**src/rtl/ws2812_rx_if.sv**
```systemverilog
// WS2812 receiver signal bundle: serial line in, decoded words and status pulses out.
// The slave modport is the receiver's view; master is the line driver / word consumer.
interface ws2812_rx_if;
    logic        din;
    logic [23:0] data;
    logic        valid;
    logic [7:0]  idx;
    logic        frame_end;
    logic        err;

    modport master (
        output din,
        input  data,
        input  valid,
        input  idx,
        input  frame_end,
        input  err
    );

    modport slave (
        input  din,
        output data,
        output valid,
        output idx,
        output frame_end,
        output err
    );
endinterface

```
**src/rtl/ws2812_rx.sv**
```systemverilog
// WS2812 serial decoder: measures high-pulse widths of a synchronized line,
// assembles 24-bit MSB-first words and flags frame gaps and protocol errors.
module ws2812_rx #(
    parameter int HI_MIN    = 10,
    parameter int HI_THRESH = 29,
    parameter int HI_MAX    = 60,
    parameter int RESET_CYC = 2400
) (
    input  logic        clk,
    input  logic        rst,
    ws2812_rx_if.slave  bus
);

    localparam int CW = $clog2(RESET_CYC + 1);
    localparam logic [CW-1:0] RC_C     = CW'(RESET_CYC);
    localparam logic [CW-1:0] RC_M1_C  = CW'(RESET_CYC - 1);
    localparam logic [CW-1:0] MIN_C    = CW'(HI_MIN);
    localparam logic [CW-1:0] THRESH_C = CW'(HI_THRESH);
    localparam logic [CW-1:0] MAX_M1_C = CW'(HI_MAX - 1);
    localparam logic [CW-1:0] ONE_C    = CW'(1);

    typedef enum logic [1:0] {SYNC, LOW, HIGH} state_t;

    logic [1:0]    sync_reg;
    state_t        state_reg, state_next;
    logic [CW-1:0] cnt_reg, cnt_next;
    logic [4:0]    bits_reg, bits_next;
    logic [7:0]    widx_reg, widx_next;
    logic [23:0]   shift_reg, shift_next;
    logic [23:0]   data_reg, data_next;
    logic [7:0]    idx_reg, idx_next;
    logic          valid_reg, valid_next;
    logic          fend_reg, fend_next;
    logic          err_reg, err_next;

    logic          din_s;
    logic [CW-1:0] cnt_inc;
    logic [23:0]   shift_in;

    assign din_s    = sync_reg[1];
    assign cnt_inc  = (cnt_reg == RC_C) ? cnt_reg : cnt_reg + ONE_C;
    assign shift_in = {shift_reg[22:0], (cnt_reg >= THRESH_C)};

    always_ff @(posedge clk or negedge rst) begin
        if (!rst) begin
            sync_reg  <= 2'b00;
            state_reg <= SYNC;
            cnt_reg   <= '0;
            bits_reg  <= '0;
            widx_reg  <= '0;
            shift_reg <= '0;
            data_reg  <= '0;
            idx_reg   <= '0;
            valid_reg <= 1'b0;
            fend_reg  <= 1'b0;
            err_reg   <= 1'b0;
        end else begin
            sync_reg  <= {sync_reg[0], bus.din};
            state_reg <= state_next;
            cnt_reg   <= cnt_next;
            bits_reg  <= bits_next;
            widx_reg  <= widx_next;
            shift_reg <= shift_next;
            data_reg  <= data_next;
            idx_reg   <= idx_next;
            valid_reg <= valid_next;
            fend_reg  <= fend_next;
            err_reg   <= err_next;
        end
    end

    always_comb begin
        state_next = state_reg;
        cnt_next   = cnt_reg;
        bits_next  = bits_reg;
        widx_next  = widx_reg;
        shift_next = shift_reg;
        data_next  = data_reg;
        idx_next   = idx_reg;
        valid_next = 1'b0;
        fend_next  = 1'b0;
        err_next   = 1'b0;

        unique case (state_reg)
            SYNC: begin
                if (din_s) begin
                    cnt_next = '0;
                end else if (cnt_inc == RC_C) begin
                    state_next = LOW;
                    cnt_next   = '0;
                    bits_next  = '0;
                    widx_next  = '0;
                end else begin
                    cnt_next = cnt_inc;
                end
            end

            LOW: begin
                if (din_s) begin
                    state_next = HIGH;
                    cnt_next   = ONE_C;
                end else begin
                    cnt_next = cnt_inc;
                    // Gap fires once: the counter then sits saturated at RESET_CYC.
                    if (cnt_reg == RC_M1_C) begin
                        if (bits_reg == 5'd0) begin
                            fend_next = (widx_reg != 8'd0);
                        end else begin
                            err_next = 1'b1;
                        end
                        bits_next = '0;
                        widx_next = '0;
                    end
                end
            end

            HIGH: begin
                if (din_s) begin
                    if (cnt_reg >= MAX_M1_C) begin
                        err_next   = 1'b1;
                        state_next = SYNC;
                        cnt_next   = '0;
                        bits_next  = '0;
                    end else begin
                        cnt_next = cnt_reg + ONE_C;
                    end
                end else if (cnt_reg < MIN_C) begin
                    // The current low cycle already counts towards the resync gap.
                    err_next   = 1'b1;
                    state_next = SYNC;
                    cnt_next   = ONE_C;
                    bits_next  = '0;
                end else begin
                    shift_next = shift_in;
                    state_next = LOW;
                    cnt_next   = ONE_C;
                    if (bits_reg == 5'd23) begin
                        data_next  = shift_in;
                        valid_next = 1'b1;
                        idx_next   = widx_reg;
                        widx_next  = (widx_reg == 8'hFF) ? widx_reg : widx_reg + 8'd1;
                        bits_next  = '0;
                    end else begin
                        bits_next = bits_reg + 5'd1;
                    end
                end
            end

            default: begin
                state_next = SYNC;
                cnt_next   = '0;
            end
        endcase
    end

    assign bus.data      = data_reg;
    assign bus.valid     = valid_reg;
    assign bus.idx       = idx_reg;
    assign bus.frame_end = fend_reg;
    assign bus.err       = err_reg;

endmodule
```
**src/flat_wrapper.sv**
```systemverilog
// flat-port wrapper written by rule: the top's interface ports become plain ports
module ws2812_rx_flat 
#(
    parameter int HI_MIN    = 10,
    parameter int HI_THRESH = 29,
    parameter int HI_MAX    = 60,
    parameter int RESET_CYC = 2400
)
  (clk, rst, bus_din, bus_data, bus_valid, bus_idx, bus_frame_end, bus_err);
  ws2812_rx_if bus_i ();
  input  logic clk;
  input  logic rst;
  input wire logic [$bits(bus_i.din)-1:0] bus_din;
  output wire logic [$bits(bus_i.data)-1:0] bus_data;
  output wire logic [$bits(bus_i.valid)-1:0] bus_valid;
  output wire logic [$bits(bus_i.idx)-1:0] bus_idx;
  output wire logic [$bits(bus_i.frame_end)-1:0] bus_frame_end;
  output wire logic [$bits(bus_i.err)-1:0] bus_err;
  assign bus_i.din = bus_din;
  assign bus_data = bus_i.data;
  assign bus_valid = bus_i.valid;
  assign bus_idx = bus_i.idx;
  assign bus_frame_end = bus_i.frame_end;
  assign bus_err = bus_i.err;
  ws2812_rx #(.HI_MIN(HI_MIN), .HI_THRESH(HI_THRESH), .HI_MAX(HI_MAX), .RESET_CYC(RESET_CYC)) u_core (.clk(clk), .rst(rst), .bus(bus_i));
endmodule
```
**config.mk**
```make
export PLATFORM = sky130hd
export DESIGN_NAME = ws2812_rx_flat
export DESIGN_NICKNAME = d
export VERILOG_FILES = /design/src/rtl/ws2812_rx_if.sv /design/src/rtl/ws2812_rx.sv /design/src/flat_wrapper.sv
export SDC_FILE = /design/constraint.sdc
export NUM_CORES = 1
export LEC_CHECK = 0
export CORE_MARGIN = 5
export CORE_UTILIZATION = 25
export CTS_CLUSTER_DIAMETER = 40
export DETAILED_ROUTE_END_ITERATION = 8
export GPL_TIMING_DRIVEN = 0
export PLACE_DENSITY_LB_ADDON = 0.08
export RECOVER_POWER = 50
export SETUP_SLACK_MARGIN = 0.05
export SLEW_MARGIN = 0
export SYNTH_ARGS = -nofsm -noshare
export SYNTH_HDL_FRONTEND = slang
export SYNTH_SLANG_ARGS = --single-unit
```
**constraint.sdc**
```tcl
create_clock -name clk -period 3.7 [get_ports clk]
set_input_delay 0.555 -clock clk [delete_from_list [all_inputs] [get_ports clk]]
set_output_delay 0.555 -clock clk [all_outputs]
set_load 0.02 [all_outputs]
```
# After elaboration in Yosys (flattened, before gate mapping)
# Cells that the tools add are included.
dict set report word_totals {
  latch_bits 0
  input_bits 3
  rom_bits 0
  ram_bits 0
  ff_bits 87
  mem_count 0
  out_inout_bits 35
}
dict set report op_classes {
  addsub 3
  n_mul 0
  bitwise 2
  shift 0
  mux 47
  n_eq_ne 17
  n_lt_le_gt_ge 3
  div_mod_pow 0
  n_reduce_logical 9
}
# cell count
set op_table {}
lappend op_table {{$mux W12} 6}
lappend op_table {{$mux W8} 8}
lappend op_table {{$mux W5} 8}
lappend op_table {{$eq A12 B12 Y1 const B} 3}
lappend op_table {{$pmux W12 S3} 1}
lappend op_table {{$pmux W8 S3} 1}
lappend op_table {{$mux W1} 15}
lappend op_table {{$pmux W5 S3} 1}
lappend op_table {{$add A12 B1 Y12 const B} 1}
lappend op_table {{$ge A12 B5 Y1 const B} 1}
lappend op_table {{$ge A12 B6 Y1 const B} 1}
lappend op_table {{$lt A12 B4 Y1 const B} 1}
lappend op_table {{$mux W2} 5}
lappend op_table {{$ne A2 B2 Y1 const B} 5}
lappend op_table {{$reduce_and A9 Y1} 1}
lappend op_table {{$add A8 B1 Y8 const B} 1}
lappend op_table {{$eq A8 B8 Y1 const B} 1}
lappend op_table {{$ne A2 B1 Y1 const B} 4}
lappend op_table {{$reduce_and A4 Y1} 2}
lappend op_table {{$reduce_bool A8 Y1} 1}
lappend op_table {{$pmux W2 S3} 1}
lappend op_table {{$reduce_and A6 Y1} 1}
lappend op_table {{$add A5 B1 Y5 const B} 1}
lappend op_table {{$eq A5 B5 Y1 const B} 1}
lappend op_table {{9 further kinds} 10}

# Logic depth before layout (Yosys ltp)
dict set report logic_depth {
  ltp_word 6
  ltp_mapped 11
}

# Worst setup path after synthesis
# Ideal clock, no wire load.
dict set report synth_timing {
  path_kind {reg-to-reg}
  startpoint {register u_core.cnt_reg[9]}
  endpoint {register u_core.widx_reg[7]}
  arrival_time_ns 2.735
  required_ns 3.634
  setup_slack_ns 0.899
  synth_period_minus_slack_ns 2.801
  stages_incl_launch_ff 10
  setup_ns 0.066
  cell_sequence {dfrtp_1 > buf_6 > or3_4 > or4_4 > buf_6 > nand2b_4 > a2111oi_4 > a21boi_2 > o41ai_2 > a32o_2}
}
dict set report synth_between {
  elab_chain_cells 5
  word_cells_on_any_way 10
}
# item line
set synth_lines {}
lappend synth_lines {{from (decl)} ws2812_rx.sv:26} ;# logic [CW-1:0] cnt_reg, cnt_next;
lappend synth_lines {{from (signal assigned)} ws2812_rx.sv:60} ;# cnt_reg <= cnt_next;
lappend synth_lines {{$add A12 B1 Y12 or $eq A12 B12 Y1 (tied branches)} ws2812_rx.sv:41} ;# assign cnt_inc = (cnt_reg == RC_C) ? cnt_reg : cnt_reg + ONE_C;
lappend synth_lines {{$mux W12} ws2812_rx.sv:41}
lappend synth_lines {{$eq A12 B12 Y1} ws2812_rx.sv:88} ;# end else if (cnt_inc == RC_C) begin
lappend synth_lines {{$ne A2 B1 Y1 (no line)} -}
lappend synth_lines {{$reduce_and A9 Y1 (no line) *} -}
lappend synth_lines {{to (signal assigned)} ws2812_rx.sv:62} ;# widx_reg <= widx_next;
lappend synth_lines {{to (decl)} ws2812_rx.sv:28} ;# logic [7:0] widx_reg, widx_next;
# Every way passes the cells marked *; elsewhere a longest branch is shown, timed or not.
# A chain may end at the register's enable or synchronous reset.

# Final worst setup path
dict set report layout_timing {
  startpoint {register u_core.cnt_reg[0]}
  endpoint {register u_core.cnt_reg[3]}
}
dict set report layout_between {
  elab_chain_cells 6
  word_cells_on_any_way 11
}
# item line
set layout_lines {}
lappend layout_lines {{$add A12 B1 Y12 or $eq A12 B12 Y1 (tied branches)} {ws2812_rx.sv:41, ws2812_rx.sv:125}}
lappend layout_lines {{$mux W12} ws2812_rx.sv:41}
lappend layout_lines {{$eq A12 B12 Y1} ws2812_rx.sv:88}
lappend layout_lines {{$mux W12} ws2812_rx.sv:88}
lappend layout_lines {{$mux W12} ws2812_rx.sv:86} ;# if (din_s) begin
lappend layout_lines {{$pmux W12 S3 *} ws2812_rx.sv:84} ;# unique case (state_reg)
lappend layout_lines {{net u_core.cnt_next[3]} ws2812_rx.sv:26}
# The timed path passes the listed nets; every way through them passes the cells marked *.

==> impl_metrics.toml <==
[route]
drt-initial-drc-count = 222
first_pass_iters = 5
wire_per_inst_um = 15.5
route.detailed.drc = 0
drt-vias-per-instance = 4.60
wirelength_um = 10200
ant_nets = 0
vias = 3024

[worst_setup_path]
crit_required_ns = 3.90
crit_top_cell = "buf_6"
worstRegToRegCells = 11
path_cells = "buf_6 > inv_1 > ha_1 > nand3_1 > or4_4 > buf_6 > nand2b_4 > a2111oi_4 > a21oi_1 > o21bai_1 > nor2_1"
path_class = "flip-flop to flip-flop"
reg2reg_to = "u_core.cnt_reg[3]"
crit_arrival_ns = 3.49
cp_max_fo = 8
crit_path_max_incr_delay_ns = 0.56
crit_start = "u_core.cnt_reg[0]"
r2r-start = "u_core.cnt_reg[0]"
worst_path_max_delay_cell = "o21bai_1"
start_kind = "flip-flop"
end_kind = "flip-flop"
ff2ff_setup_slack_ns = 0.41

[logic_synthesis]
syn_inst = 378
yosysWarnings = 0
yosys_register_bits = 87
synth_edf_count = 0
ys_top_cells_by_area = "dfrtp_1 50%, mux2_2 14%, ha_1 3.7%, o21ai_0 2.6%, nand2_1 2.2%"
async_flop_share_pct = 100
avgSynthCellArea_sq_um = 11.5
yosysTopAreaCell = "dfrtp_1"
synth_fp_nets = 394
synth_ff_type = "dfrtp_1"
synth_area_sq_mm = 0.00435
seq_area_frac_synth_pct = 50.1
synth_top_area_share_pct = 50.1
ys_types = 64

[sta]
min_period_ns = 3.29
drv_slew = 44
hold_violations = 0
worst_pin_slew_ns = 2.57
grt_setup_unrepaired = "no"
slew_headroom_pct = -71.5
fin_crit_sh_pct = 88.8
fin_skew_ns = 0.00750
setup_violations = 0
max_freq_mhz = 304
hold_ws_ns = 0.349

[clock_network]
clock_sinks = 87
clk_path_buf_depth = 2
ctsResizeCount = 0
cts-buffers-inserted = 9
holdBufCountCts = 0
path_clk_slew_ns = 0.07
cts_tree = "yes"
cts_setup_buffers = 0
cts-root-buf = "clkbuf_16"
htreeDepth = 3
insertion_delay_ns = 0.35

[run_status]
violations = "capacitance limit, slew limit"
status = "finished with violations"

[min_path]
holdPathEnd = "u_core.sync_reg[1]"
worstHoldPathType = "flip-flop to flip-flop"
hold-path-cell-count = 0
min_from = "u_core.sync_reg[0]"

[placed_design]
placedCellCount = 641
place_congestion = 0.769
detailed_place_hpwl_um = 7090
port_buffers = 37

[cells_and_area]
largest_reg_flops = 24
fin_nets = 443
multi_input_area_sq_mm = 0.00198
n_antenna_cell = 0
final_cells = 657
drive_above_1_share_pct = 22.0
area_growth_syn_to_layout_pct = 24.1
fillers = 1815
final-seq-area_sq_mm = 0.00218

[floorplanning]
die_h_um = 142
coreArea_sq_mm = 0.0172
row_count = 48
dieArea_sq_mm = 0.0201
initial_utilization_pct = 25.3
ios = 38
die_w_um = 142

[power]
vdd_drop_max_mv = 0.216
p_leak_uw = 0.00251
powerDensity_mw_per_mm2 = 402

[job]
maxCapViolations = 1

[global_routing]
grt_pass1_vias = 3300
antenna_found_initial = 0
grt.total_usage_pct = 11.0
grt_max_degree = 45
grt_pass1_wl_um = 17600
grt_overflow = 0
==> per-stage QoR <==
stage                     setup slack [ns]  utilization (%)  area (sq um)  power, uW  TNS (ns)
final                                0.415             31.4          5400       2170         0
after global routing                 0.125             31.4          5400       2260         0
after CTS                            0.370             31.4          5400       2220         0
after detailed placement             0.395             29.3          5020       1040         0
after global placement               -1.47             29.1          5000       1040   -127.15
after floorplan                      0.899                -          4350       1000         0
==> worst max-delay path by stage <==
stage                          to  slack, ns
3_5_place_dp    u_core.cnt_reg[3]       0.40
2_1_floorplan  u_core.widx_reg[7]       0.90
5_1_grt         u_core.cnt_reg[5]       0.12
4_1_cts         u_core.cnt_reg[3]       0.37
3_3_place_gp   u_core.bus.data[5]      -1.47
6_report        u_core.cnt_reg[3]       0.41
==> where the power goes <==
group | total, uW | internal (uW) | switching (uW)
Combinational | 58.4 | 16.3 | 42.1
Sequential | 959 | 954 | 4.87
Clock | 1150 | 741 | 413
==> cells by family after synthesis <==
logic type	synth area share [%]
and+or+nand+nor	14.7
buffers and inverters	4.49
AOI/OAI and AO/OA	11.0
DFF	50.1
adders and majority gates	3.74
xor gates and xnor gates	2.01
muxes	14.0
==> layer usage <==
| layer | vias to the layer above | global-route usage, % | share of wire [%] |
|---|---|---|---|
| li1 | 1466 | - | - |
| met1 | 1503 | 15.1 | 50 |
| met3 | 11 | 3.00 | 3.7 |
| met4 | 0 | 3.89 | 1.6 |
| met5 | - | 0 | 0 |
| met2 | 44 | 16.6 | 45 |
==> worst max-delay path, delay by kind of cell (launching register included) <==
family,cells,cell delay (ns)
AOI/OAI and AO/OA,3,1.28
and+or+nand+nor,4,0.76
buffers and inverters,3,0.45
DFF,1,0.42
adders and majority gates,1,0.21
==> cells in the final DEF (no fill, tap or decap), types with 3 or more instances in the layout <==
cell,instances
dfrtp_1,87
mux2_2,53
nand2_1,26
o21ai_0,23
clkdlybuf4s50_1,20
nor2_1,17
inv_1,16
dlygate4sd3_1,16
ha_1,13
nand3_1,12
clkbuf_1,11
a21oi_1,10
clkbuf_16,9
buf_6,7
nor3_1,7
xnor2_1,7
and3_1,7
nand2b_1,7
nor4_1,6
nand4_1,6
o31ai_1,5
bufinv_16,4
or3_1,3
xor2_1,3
==> synthesized netlist by cell type (3+ instances only) <==
master and count:
nor4_1 6, a21oi_1 10, mux2_2 53, nand2_1 26
nor2_1 17, xnor2_1 7, buf_6 7, and3_1 7
inv_1 16, or3_1 3, o31ai_1 5, nand4_1 6
nand3_1 12, nand2b_1 7, dfrtp_1 87, ha_1 13
o21ai_0 23, nor3_1 7, xor2_1 3, clkbuf_1 10
==> final cells by class <==
cell class | count | area share [%]
inverter | 16 | 1.11
timing repair buffer | 38 | 7.26
multi-input combinational | 256 | 36.6
clock buffer | 9 | 4.17
buffer | 19 | 2.50
sequential | 87 | 40.3
tap | 225 | 5.22
clock inverter | 7 | 2.80
Note: power is estimated with default switching activity, not from simulation.
